--- config.mk ---
export PLATFORM = sky130hd
export DESIGN_NAME = coef_loader
export DESIGN_NICKNAME = d
export VERILOG_FILES = /design/src/rtl/coef_loader.sv
export SDC_FILE = /design/constraint.sdc
export NUM_CORES = 1
export LEC_CHECK = 0
export CORE_UTILIZATION = 40
export CTS_BUF_LIST = sky130_fd_sc_hd__clkbuf_4 sky130_fd_sc_hd__clkbuf_8
export DETAILED_ROUTE_END_ITERATION = 6
export DONT_BUFFER_PORTS = 1
export SYNTH_ARGS = -nofsm -noshare
export SYNTH_HDL_FRONTEND = slang
export SYNTH_SLANG_ARGS = --single-unit
--- constraint.sdc ---
create_clock -name clk -period 2.18 [get_ports clk]
set_clock_uncertainty 0.2 [all_clocks]
set_input_delay 0.327 -clock clk [delete_from_list [all_inputs] [get_ports clk]]
set_output_delay 0.327 -clock clk [all_outputs]
set_load 0.02 [all_outputs]
--- src/rtl/coef_loader.sv ---
// Byte-serial coefficient loader: shadow bank, commit, core launch.
// Ports: in_* byte stream, coef bank out, start_calc / core_busy
// handshake, chk_err pulse. COEF_LOADER_CHECKSUM_EN adds a trailing
// XOR checksum byte per frame.
module coef_loader #(
  parameter int NUM_COEF = 4,
  parameter int COEF_W   = 32
) (
  input  logic                       clk,
  input  logic                       rst,
  input  logic [7:0]                 in_data,
  input  logic                       in_valid,
  output logic                       in_ready,
  output logic [NUM_COEF*COEF_W-1:0] coef,
  output logic                       start_calc,
  input  logic                       core_busy,
  output logic                       chk_err
);

  localparam int BYTES = COEF_W / 8;
  localparam int TOTAL = NUM_COEF * BYTES;
  localparam int FW    = NUM_COEF * COEF_W;
  localparam int CW    = $clog2(TOTAL + 2);
`ifdef COEF_LOADER_CHECKSUM_EN
  localparam int LAST  = TOTAL;
`else
  localparam int LAST  = TOTAL - 1;
`endif

  typedef enum logic {
    LOAD,
    FULL
  } load_t;

  typedef enum logic [1:0] {
    IDLE,
    START,
    WAIT_ACK,
    RUN
  } run_t;

  load_t          ls, ls_n;
  run_t           rs, rs_n;
  logic [CW-1:0]  cnt, cnt_n;
  logic [FW-1:0]  shadow, coef_q;
  logic           chk_q, drop;
  logic           accept, last, commit;
`ifdef COEF_LOADER_CHECKSUM_EN
  logic [7:0]     xsum, xsum_n;
`endif

  assign accept = in_valid && in_ready;
  assign last   = (cnt == CW'(LAST));
  assign commit = (ls == FULL) && (rs == IDLE) && !core_busy;

  always_ff @(posedge clk) begin
    if (rst) begin
      ls     <= LOAD;
      rs     <= IDLE;
      cnt    <= '0;
      chk_q  <= 1'b0;
    end else begin
      ls     <= ls_n;
      rs     <= rs_n;
      cnt    <= cnt_n;
      chk_q  <= drop;
    end
  end

`ifdef COEF_LOADER_CHECKSUM_EN
  always_ff @(posedge clk) begin
    if (rst) xsum <= '0;
    else     xsum <= xsum_n;
  end
`endif

  // The checksum byte sits at index TOTAL, past the
  // loop range, so it never lands in the shadow bank.
  always_ff @(posedge clk) begin
    if (rst) begin
      shadow <= '0;
      coef_q <= '0;
    end else begin
      if (drop) begin
        shadow <= '0;
      end else begin
        for (int i = 0; i < TOTAL; i++) begin
          if (accept && cnt == CW'(i))
            shadow[i*8 +: 8] <= in_data;
        end
      end
      if (commit) coef_q <= shadow;
    end
  end

  always_comb begin
    ls_n  = ls;
    cnt_n = cnt;
    drop  = 1'b0;
`ifdef COEF_LOADER_CHECKSUM_EN
    xsum_n = xsum;
`endif
    unique case (ls)
      LOAD: begin
        if (accept) begin
          if (last) begin
            cnt_n = '0;
`ifdef COEF_LOADER_CHECKSUM_EN
            xsum_n = '0;
            if (in_data == xsum) ls_n = FULL;
            else                 drop = 1'b1;
`else
            ls_n = FULL;
`endif
          end else begin
            cnt_n = cnt + 1'b1;
`ifdef COEF_LOADER_CHECKSUM_EN
            xsum_n = xsum ^ in_data;
`endif
          end
        end
      end
      FULL: begin
        if (commit) ls_n = LOAD;
      end
    endcase
  end

  always_comb begin
    rs_n = rs;
    unique case (rs)
      IDLE:     if (commit)     rs_n = START;
      START:                    rs_n = WAIT_ACK;
      WAIT_ACK: if (core_busy)  rs_n = RUN;
      RUN:      if (!core_busy) rs_n = IDLE;
    endcase
  end

  always_comb begin
    in_ready   = (ls == LOAD);
    start_calc = (rs == START);
    chk_err    = chk_q;
    coef       = coef_q;
  end

endmodule

======== Word level (Yosys, flattened, before mapping) ========
Index checks and enable logic that the tools add are counted.
storage, ports and cells
  bits in registers ....................... 264
  output and inout bits ................... 131
  input port bits ......................... 12
  word-level logic and storage cells ...... 76
cells by class
  equal/unequal tests ..................... 21
  muxes and demuxes ....................... 9
  bitwise logic cells ..................... 1
  reductions and logical operators ........ 24
  add/subtract/negate cells ............... 1
operators by type and width
  operator                                       number
  == test 5 x 4 -> 1 bit, second input constant  8
  == test 5 x 3 -> 1 bit, second input constant  4
  logical AND 1 bit                              19
  == test 5 x 2 -> 1 bit, second input constant  2
  one-hot mux 2 bit (4 select lines)             1
  two-way mux 2 bit                              3
  inequality test 2 bit, second input constant   3
  adder 5 x 1 -> 5 bit, second input constant    1
  == test 5 x 1 -> 1 bit, second input constant  1
  zero test 5 bit                                1
  two-way mux 5 bit                              1
  == test 2 bit, second input constant           2
  two-way mux 1 bit                              3
  AND reduction 3 bit                            1
  == test 2 x 1 -> 1 bit, second input constant  1
  zero test 2 bit                                1
  one-hot mux 1 bit (2 select lines)             1
  AND reduction 2 bit                            1
  zero test 1 bit                                1
  inverter 1 bit                                 1

======== Depth between registers and ports, before layout ========
Gate-level depths: netlist of run 1.
  depth after elaboration ................. 5
  mapped depth ............................ 7
  mapped depth without buffers ............ 5

======== Least setup slack after synthesis of run 1 ========
OpenSTA, ideal clock, no wires.
  path type ............................... register to register
  start ................................... register cnt[1]
  end ..................................... register shadow[56]
  slack ................................... 0.582 ns
  path buffers ............................ 1
  period minus slack after synthesis ...... 1.598 ns
  data arrival time ....................... 1.327 ns
  cell stages (with the launch flop) ...... 6
  data required time ...................... 1.908 ns
  library setup time ...................... 0.072 ns
  cells stage by stage .................... dfxtp_1 ha_1 and4bb_2 and2_1 clkbuf_1 mux2i_1
on the way
  cells in the longest elaborated chain, start to end .. 2
RTL lines
  element                        RTL line  text
  start, declared                44        logic [CW-1:0] cnt, cnt_n;
  start signal, assigned         65        cnt <= cnt_n;
  == test 5 x 3 -> 1 bit         88        if (accept && cnt == CW'(i))
  logical AND 1 bit              88
  end signal, assigned by index  89        shadow[i*8 +: 8] <= in_data;
  end, declared                  45        logic [FW-1:0] shadow, coef_q;
Every way passes these cells.
A chain may end at the register's enable or synchronous reset.

======== Worst setup path after layout of run 1 ========
  start ................................... register rs[0]
  end ..................................... register rs[0]
on the way
  cells in the longest elaborated chain, start to end .. 5
  elaborated cells between the ends (all ways) .. 11
  classes of those cells .................. eq/ne (6); mux (1); reduce/logical (4)
RTL lines
  element                                 RTL line  text
  start, declared                         43        run_t rs, rs_n;
  start signal, assigned                  64        rs <= rs_n;
  zero test 2 bit                         54, 131
  logical AND 1 bit (2 in a row)          54        assign commit = (ls == FULL) && (rs == IDLE) && !core_busy;
  inequality test 2 bit (no source line)  n/a
  AND reduction 3 bit (no source line)    n/a
Several ways; a longest one is shown, not always the timed one.

==> results.ini, run 1 <==
[logic_synthesis]
async_flop_share = 0
ys_types = 33
synth-main-ff-cell = dfxtp_1
seq_area_frac_synth = 0.5317
syn_area_mm2 = 0.009940
ys_seq_elements = 264
yosys_warnings = 0
synth.avg_cell_area_um2 = 9.342
yosysTopAreaCell = dfxtp_1
synth_top_area_frac = 0.5317
synth_edf_count = 0
synth.area.top_cells = dfxtp_1, mux2i_1, nand2_1, nand2b_1, a21oi_1
synthCells = 1064
synth_fp_nets = 1084

[critical_path]
criticalPathCategory = reg2reg
required_ns = 2.41
cp.arrival_ns = 2.28
rr_endpoint = rs[0]
start_kind = flip-flop
r2r_cells = 6
cp_cell_sequence = inv_1, ha_2, nand2b_1, a22oi_1, a211oi_1, dlygate4sd3_1
r2r_start = rs[0]
cp-end-kind = flip-flop
cpPeakStageDelay_ns = 0.58
cp_slowest_cell = dlygate4sd3_1
ff2ff_setup_slack_ns = 0.12
crit_fanout = 6

[global_routing]
grt_pass1_vias = 7459
grt_overflow = 0
grt_usage = 0.1978
grt_max_degree = 274
grt_pass1_wl_um = 40170
antenna_found_initial = 0

[placed_design]
dpl.hpwl_um = 13270
place_congestion = 0.7385
pre_cts_ws_ns = 0.2206
dpl_cell_area_mm2 = 0.01020
dp.cells = 1327
portBuffers = 0

[run_status]
status = finished with violations
violations = hold timing

[floorplanning]
num_rows = 57
initial_core_util = 0.4087
core_mm2 = 0.02432
fp.dieArea_mm2 = 0.02548
num_io_pins = 143
die_y_um = 159.6
die_x_um = 159.6

[sta]
drv_slew = 0
period_share = 0.9428
finalSetupTns_ns = 0
worst_pin_slew_ns = 0.5777
fmax_mhz = 486.5
fin_crit_ns = 2.055
relSlewSlack = 0.6149
timing.final.ws_setup_ns = 0.1246
hold_violations = 124
setup_violations = 0
rsz0062_at_grt = false
holdWs_ns = -0.2850

[hold_path]
min_from = rst
min_delay_worst_endpoint = coef[44]
hold_path.class = in2reg
min_path_cells = 1

[finish]
layout-drive-gt1-share = 0.1009
fin_cells = 1543
layout.nets = 1213
diodes = 0
syn_to_final_growth_pct = 26.03
final_area_mm2 = 0.01253
fillers = 2316

[job]
cap_violations = 0

[power_and_ir_drop]
p_sw_mw = 2.075
sw_frac_of_total = 0.2151
power_frac_clock = 0.468
vdd_drop_max_mv = 0.5222
pwr-share-comb = 0.027
totalPowerFinal_mw = 9.647
p_per_area_mw_per_mm2 = 770.1
p_seq_frac = 0.505
power_leakage_nw = 4.827
intPower_mw = 7.572

[clock_network]
clk_path_buf_depth = 3
cts_made_buffers = 46
htree_num_levels = 2
clk-insertion-delay-late_ns = 0.55
cts_tree = yes
clockRootBuffer = clkbuf_8
cts_sinks = 264
clk_pin_slew_worst_paths_ns = 0.06

[route]
dr.pass1.iters = 4
wl_per_cell_um = 16.29
routed_via_density = 4.879
drc_errors = 0
wl_um = 25130
dr_total_vias = 7528
drt_iter0_markers = 390
antenna_left = 0

-- metal layers --
metal | global-route usage | share of wire
met1 | 0.2559 | 0.46
met2 | 0.3138 | 0.45
met3 | 0.06545 | 0.075
met4 | 0.05551 | 0.015
met5 | 0 | 0
-- cell usage after synthesis (2+ instances only) --
library cell  instances
nand2_2               7
buf_4                 5
nand2b_1            140
nor2_1                5
clkbuf_2              2
and4bb_2              4
mux2i_1             131
nand4_1               2
inv_1                 6
nor2b_1               2
nand2_1             257
nand4_2               6
dfxtp_1             264
ha_1                  8
buf_2                36
clkbuf_1             40
nand3b_1              3
a21oi_1             129
a211oi_1              2
and3b_1               2
-- area by class of cell --
| cell class | count | area, µm² | share of cell area |
|---|---|---|---|
| sequential | 264 | 5286 | 0.4220 |
| multi-input combinational | 710 | 4258 | 0.3399 |
| timing repair buffer | 165 | 1647 | 0.1314 |
| clock buffer | 69 | 855.8 | 0.06832 |
| tap | 324 | 405.4 | 0.03236 |
| clock inverter | 5 | 52.55 | 0.004195 |
| inverter | 6 | 22.52 | 0.001798 |
-- state kept, by name, summed over array words and instances, names as in the netlist --
register  count
ls            1
coef        128
cnt           5
rs            2
shadow      128
-- cell usage in the layout, fill, tap and decap left out, types with 3 or more instances in the layout --
cell	n
a21oi_1	129
and4bb_2	4
buf_12	5
buf_4	22
clkbuf_4	15
clkbuf_8	54
clkinv_2	3
dfxtp_1	263
dlygate4sd3_1	138
ha_1	7
inv_1	6
mux2i_1	131
nand2_1	257
nand2_2	7
nand2b_1	140
nand3b_1	3
nand4_2	6
nor2_1	5
-- through the flow --
stage | hold WS, ns | utilization
floorplan | 0.2323 | -
global placement | 0.2129 | 0.4195
detailed placement | 0.2115 | 0.4195
CTS | -0.3743 | 0.5132
global route | -0.3954 | 0.5151
finish | -0.2850 | 0.5151
-- worst max-delay path, delay by kind of cell (launching register included) --
family                     cells  cell delay (ns)
buffers and inverters          2             0.69
AOI/OAI and AO/OA              2             0.40
DFF                            1             0.33
adders and majority gates      1             0.25
and+or+nand+nor                1             0.07
-- worst max path at each step --
stage | start | to | slack (ns) | depth (start not counted)
2_1_floorplan | cnt[1] | shadow[56] | 0.58 | 5
3_3_place_gp | cnt[2] | shadow[116] | 0.26 | 3
3_5_place_dp | ls | shadow[91] | 0.22 | 3
4_1_cts | rs[0] | coef[64] | 0.02 | 6
5_1_grt | rs[0] | rs[1] | 0.03 | 6
6_report | rs[0] | rs[0] | 0.12 | 6
-- power groups by stage --
stage          clock network [mW]  registers, mW  logic [mW]
2_1_floorplan                   0           4.97       0.221
3_3_place_gp                    0           4.98       0.233
3_5_place_dp                    0           4.98       0.233
4_1_cts                      4.65           4.87       0.259
5_1_grt                      4.90           4.88       0.274
6_report                     4.51           4.88       0.259
-- cell families after synthesis --
group | after synthesis | synth area share
fa+ha+maj | 8 | 0.01007
simple gates | 434 | 0.2149
xor+xnor | 2 | 0.001763
compound gates | 134 | 0.06860
flops | 264 | 0.5317
buf+inv | 90 | 0.04066
mux | 131 | 0.1319
other cells | 1 | 0.0003773
-- what timing repair did --
item	in CTS	in global routing
endpoints found under the hold margin	264	129
setup buffers	0	4
hold buffers	137	1
setup endpoints to repair	0	5
gates resized for setup	0	3
Note: power is estimated with default switching activity, not from simulation.
==> run 2, diff against run 1 <==
--- a/config.mk
+++ b/config.mk
@@ -9,6 +9,7 @@
 export CTS_BUF_LIST = sky130_fd_sc_hd__clkbuf_4 sky130_fd_sc_hd__clkbuf_8
 export DETAILED_ROUTE_END_ITERATION = 6
 export DONT_BUFFER_PORTS = 1
+export MAX_ROUTING_LAYER = met4
 export SYNTH_ARGS = -nofsm -noshare
 export SYNTH_HDL_FRONTEND = slang
 export SYNTH_SLANG_ARGS = --single-unit
==> run 2 against run 1 <==
Effect of this change:
- the flow still finishes with violations (hold timing)
- maximum frequency is 0.25% higher
- cell count stayed put
- routed wire length is 0.29% higher
- critical endpoint is now rs[1]
- count of clock-buffer cells in the layout stayed put
- register-to-register slack hardly changed
- die area stayed put
- hold slack worse by 0.062 ns
- via count is 0.70% higher
- clock power hardly changed
- critical path depth stayed put
- core utilization stayed put
==> results.ini, run 2 (synthesis gave the netlist of run 1 again) <==
[critical_path]
start_kind = flip-flop
cp-end-kind = flip-flop
cp_slowest_cell = dlygate4sd3_1
cp_cell_sequence = inv_1, ha_2, nand2b_1, a22oi_1, mux2i_1, dlygate4sd3_1
crit_fanout = 6  ; unchanged
required_ns = 2.46  ; +0.05 ns
cp.arrival_ns = 2.33  ; +0.05 ns
crit_family = buffers and inverters
cpPeakStageDelay_ns = 0.55  ; -0.03 ns
critPathBufInv = 2  ; unchanged
criticalPathCategory = reg2reg

[global_routing]
grt_overflow = 0  ; unchanged
grt_max_degree = 274  ; unchanged
grt_pass1_wl_um = 40190  ; about the same
grt_pass1_vias = 7461  ; +0.027%
grt_usage = 0.2039  ; +0.006160
antenna_found_initial = 0  ; unchanged

[sta]
period_share = 0.9405  ; -0.002353
holdWs_ns = -0.3474  ; -0.06240 ns
drv_slew = 0  ; unchanged
finalSetupTns_ns = 0  ; unchanged
setup_violations = 0  ; unchanged
rsz0062_at_grt = false
hold_violations = 127  ; +2.4%
fmax_mhz = 487.7  ; +0.25%
relSlewSlack = 0.6195  ; +0.004570
fin_crit_ns = 2.050  ; -0.005130 ns
worst_pin_slew_ns = 0.5696  ; -0.008028 ns

[finish]
fin_cells = 1543  ; unchanged
syn_to_final_growth_pct = 26.03  ; unchanged
multi_input_area_mm2 = 0.004258  ; unchanged
layout.nets = 1213  ; unchanged
diodes = 0  ; unchanged
final_common_cell = dfxtp_1
layout-drive-gt1-share = 0.1009  ; unchanged
fillers = 2316  ; unchanged
register_area_mm2 = 0.005286  ; unchanged
final_cell_mix = dfxtp_1, nand2_1, nand2b_1, dlygate4sd3_1, mux2i_1

[clock_network]
cts_made_buffers = 46  ; unchanged
clk_path_buf_depth = 3  ; unchanged
clk-insertion-delay-late_ns = 0.54  ; about the same
clk_pin_slew_worst_paths_ns = 0.06  ; about the same
htree_num_levels = 2  ; unchanged
clockRootBuffer = clkbuf_8
cts_sinks = 264  ; unchanged
cts_tree = yes

[run_status]
status = finished with violations
violations = hold timing

[route]
dr_total_vias = 7581  ; +0.70%
drc_errors = 0  ; unchanged
dr.pass1.iters = 5  ; +1
antenna_left = 0  ; unchanged
drt_iter0_markers = 394  ; +1.0%
wl_um = 25210  ; +0.29%
wl_per_cell_um = 16.34  ; +0.29%
routed_via_density = 4.913  ; +0.70%

[power_and_ir_drop]
p_per_area_mw_per_mm2 = 770.1  ; about the same
vdd_drop_max_mv = 0.5225  ; about the same
power_leakage_nw = 4.827  ; unchanged

[placed_design]
portBuffers = 0  ; unchanged
dp.cells = 1327  ; unchanged
dpl.hpwl_um = 13270  ; unchanged
place_congestion = 0.7478  ; +1.3%

[floorplanning]
fp.dieArea_mm2 = 0.02548  ; unchanged
num_rows = 57  ; unchanged
core_mm2 = 0.02432  ; unchanged
die_x_um = 159.6  ; unchanged
initial_core_util = 0.4087  ; unchanged
die_y_um = 159.6  ; unchanged
num_io_pins = 143  ; unchanged

[hold_path]
hold_path.class = in2reg

[job]
cap_violations = 0  ; unchanged

==> run 2: cell counts in the layout (fill, tap and decap cells not counted) <==
No cell type changed its count.
==> run 2: final cells by class <==
type                    count  area share
flip-flops and latches    264      0.4220
multi-input cells         710      0.3399
repair buffers            165      0.1314
clock buffers              69     0.06832
well taps                 324     0.03236
clock inverters             5    0.004195
inverters                   6    0.001798
==> run 2: routing by layer <==
metal,vias up,track usage,wire length (µm)
met5,-,-,0
met4,0,0.05551,384
met1,3646,0.2569,11480
met2,191,0.3144,11450
met3,37,0.06364,1893
li1,3707,-,-
==> run 2: power breakdown <==
group          internal, mW  switching, mW  leakage [nW]
Clock                  2.59           1.92         0.483
Combinational         0.120          0.139          2.22
Sequential             4.86         0.0180          2.13
==> run 2: stage by stage <==
| stage | utilization | instance area [µm²] | total power, mW | setup WS (ns) | hold slack, ns |
|---|---|---|---|---|---|
| CTS | 0.5132 | 12480 | 9.785 | 0.02125 | -0.3743 |
| global placement | 0.4195 | 10200 | 5.212 | 0.2550 | 0.2129 |
| global route | 0.5151 | 12530 | 10.05 | 0.02601 | -0.3954 |
| finish | 0.5151 | 12530 | 9.646 | 0.1297 | -0.3474 |
| detailed placement | 0.4195 | 10200 | 5.211 | 0.2206 | 0.2115 |
| floorplan | - | 9940 | 5.195 | 0.5815 | 0.2323 |
==> run 2: repair_timing <==
action,4_1_cts,5_1_grt
resized for setup,0,3
setup buffers,0,4
hold buffers,137,1
setup endpoints to repair,0,5
endpoints found under the hold margin,264,129
==> run 2: path summary, 6_finish.rpt <==
check | from | to | cells past startpoint | slack [ns]
max | rs[0] | rs[1] | 6 | 0.13
min | rst | coef[46] | 1 | -0.35
max reg2reg | rs[0] | rs[1] | 6 | 0.13
min reg2reg | shadow[40] | coef[40] | 2 | 0.25
==> run 3, diff against run 2 <==
==> constraint.sdc (replaced) <==
create_clock -name clk -period 2.5 [get_ports clk]
set_clock_uncertainty 0.2 [all_clocks]
set_input_delay 0.375 -clock clk [delete_from_list [all_inputs] [get_ports clk]]
set_output_delay 0.375 -clock clk [all_outputs]
set_load 0.02 [all_outputs]
==> run 3 against run 2 <==
Effect of this change:
- the run now ends clean
- hold slack improved by 0.40 ns
- sequential share of layout area increased by 0.82 points
- power decreased by 11%
- combinational power decreased by 7%
- core utilization decreased by 0.99 points
- register-to-register slack improved by 0.02 ns
- worst setup slack improved by 0.019 ns
- routed wire length increased by 1.8%
- die area unchanged
- first-iteration DRC count decreased by 15%
- critical endpoint is now coef[86]
==> results.ini, run 3 (synthesis gave the netlist of run 1 again) <==
[floorplanning]
num_io_pins = 143  ; unchanged
initial_core_util = 0.4087  ; unchanged
die_y_um = 159.6  ; unchanged
die_x_um = 159.6  ; unchanged
num_rows = 57  ; unchanged
fp.dieArea_mm2 = 0.02548  ; unchanged
core_mm2 = 0.02432  ; unchanged

[power_and_ir_drop]
p_per_area_mw_per_mm2 = 696.8  ; -9.5%
sw_frac_of_total = 0.2161  ; +0.0009861
power_frac_clock = 0.475  ; +0.007
vdd_drop_max_mv = 0.3812  ; -27%
totalPowerFinal_mw = 8.560  ; -11%
intPower_mw = 6.710  ; -11%
p_seq_frac = 0.497  ; -0.008
p_sw_mw = 1.850  ; -11%
power_leakage_nw = 5.354  ; +11%
pwr-share-comb = 0.028  ; about the same

[finish]
fillers = 2286  ; -1.3%
layout-drive-gt1-share = 0.1020  ; +0.001121
syn_to_final_growth_pct = 23.60
final_area_mm2 = 0.01229  ; -1.9%
diodes = 0  ; unchanged
register_area_mm2 = 0.005285  ; about the same
multi_input_area_mm2 = 0.004257  ; about the same
final_common_cell = dfxtp_1
final_cell_mix = dfxtp_1, nand2_1, nand2b_1, mux2i_1, a21oi_1
layout.nets = 1173  ; -3.3%

[placed_design]
dpl_cell_area_mm2 = 0.01014  ; -0.56%
portBuffers = 0  ; unchanged
place_congestion = 0.7420  ; -0.78%
dpl.hpwl_um = 12710  ; -4.2%

[global_routing]
grt_pass1_wl_um = 39780  ; -1.0%
grt_use_met2 = 0.3144  ; unchanged
grt_pass1_vias = 7310  ; -2.0%
grt_max_degree = 163  ; -41%
met3_usage = 0.05792  ; -0.005714
grt_usage = 0.2008  ; -0.003102
grt_use_met1 = 0.2539  ; -0.002986
top_usage_layer = met2
antenna_found_initial = 0  ; unchanged
grt_overflow = 0  ; unchanged

[critical_path]
rr_endpoint = coef[86]
crit_fanout = 52  ; +46
cp-end-kind = flip-flop
cp_slowest_cell = dlygate4sd3_1
cp.arrival_ns = 2.63  ; +0.30 ns
crit_family = buffers and inverters
start_kind = flip-flop
ff2ff_setup_slack_ns = 0.15  ; +0.02 ns
r2r_cells = 7  ; +1
critPathBufInv = 3  ; +1
criticalPathCategory = reg2reg
r2r_start = rs[0]
cp_cell_sequence = inv_1, ha_2, and3b_4, buf_12, nand2_1, a21oi_1, dlygate4sd3_1
cpPeakStageDelay_ns = 0.58  ; +0.03 ns
required_ns = 2.78  ; +0.32 ns

[sta]
relSlewSlack = 0.6129  ; -0.006542
finalSetupTns_ns = 0  ; unchanged
rsz0062_at_grt = false
fmax_mhz = 425.4  ; -13%
period_share = 0.9404  ; about the same
setup_violations = 0  ; unchanged
hold_violations = 0  ; -100%
holdWs_ns = 0.05102  ; +0.3985 ns
fin_crit_ns = 2.351  ; +0.3007 ns
drv_slew = 0  ; unchanged
worst_pin_slew_ns = 0.5806  ; +0.01099 ns

[clock_network]
clk-insertion-delay-late_ns = 0.54  ; about the same
clk_pin_slew_worst_paths_ns = 0.06  ; about the same
clockRootBuffer = clkbuf_8
cts_sinks = 264  ; unchanged
cts_tree = yes
htree_num_levels = 2  ; unchanged
cts_made_buffers = 45  ; -2.2%
clk_path_buf_depth = 3  ; unchanged

[hold_path]
min_from = core_busy
min_delay_worst_endpoint = coef[117]
min_path_cells = 3  ; +2
hold_path.class = in2reg

[route]
drt_iter0_markers = 334  ; -15%
antenna_left = 0  ; unchanged
drc_errors = 0  ; unchanged
dr.pass1.iters = 4  ; -1
wl_um = 25670  ; +1.8%
routed_via_density = 4.850  ; -1.3%
dr_total_vias = 7324  ; -3.4%
wl_per_cell_um = 17.00  ; +4.0%

[run_status]
status = completed

[job]
cap_violations = 0  ; unchanged

==> run 3: changes by cell type in the layout (fill, tap and decap cells not counted), sizes merged <==
cell / delta
buf: -8
bufinv: -1
clkinv: -2
dlygate4sd3: -33
clkbuf: +11
==> run 3: worst register-to-register path: cells and delay by family (launching register included) <==
kind | cells | cell delay (ns)
simple gates | 2 | 0.43
flops | 1 | 0.32
compound gates | 1 | 0.14
fa+ha+maj | 1 | 0.24
buf+inv | 3 | 0.96
==> run 3: worst max-delay path by stage <==
stage / endpoint / start / slack [ns] / cells after the start
after floorplan: shadow[56] / cnt[1] / 0.90 / 5
after global placement: shadow[100] / cnt[2] / 0.62 / 3
after detailed placement: coef[48] / rs[0] / 0.57 / 6
after CTS: coef[65] / rs[0] / 0.03 / 7
after global routing: coef[86] / rs[0] / 0.03 / 7
final: coef[86] / rs[0] / 0.15 / 7
==> run 3: layout make-up <==
| class | instances | area share |
|---|---|---|
| clock buffers | 78 | 0.07771 |
| clock inverters | 2 | 0.001018 |
| inverters | 6 | 0.001833 |
| multi-input cells | 710 | 0.3465 |
| flip-flops and latches | 264 | 0.4302 |
| well taps | 324 | 0.03300 |
| repair buffers | 126 | 0.1098 |
==> run 3: per-layer routing <==
layer	share of wire	vias up
met5	0	-
met4	0.015	0
met3	0.077	42
met2	0.46	175
met1	0.45	3457
li1	-	3650
==> run 3: repair_timing <==
| item | CTS | global route |
|---|---|---|
| resized for setup | 0 | 7 |
| endpoints found under the setup margin | 0 | 93 |
| buffers inserted | 0 | 1 |
| hold buffers | 106 | 0 |
| hold endpoints to repair | 264 | 0 |
==> run 3: stage by stage <==
step	setup slack (ns)	utilization	std cells
floorplan	0.9015	-	1064
global placement	0.6209	0.4171	1321
detailed placement	0.5653	0.4171	1321
CTS	0.02920	0.5013	1507
global route	0.02802	0.5052	1510
finish	0.1490	0.5052	1510
==> run 3: power groups by stage <==
stage                     Combinational [mW]  Sequential (mW)  Clock, mW
final                                  0.240             4.25       4.07
after detailed placement               0.199             4.34          0
after floorplan                        0.192             4.34          0
after global placement                 0.197             4.34          0
after CTS                              0.246             4.25       4.17
after global routing                   0.259             4.25       4.37
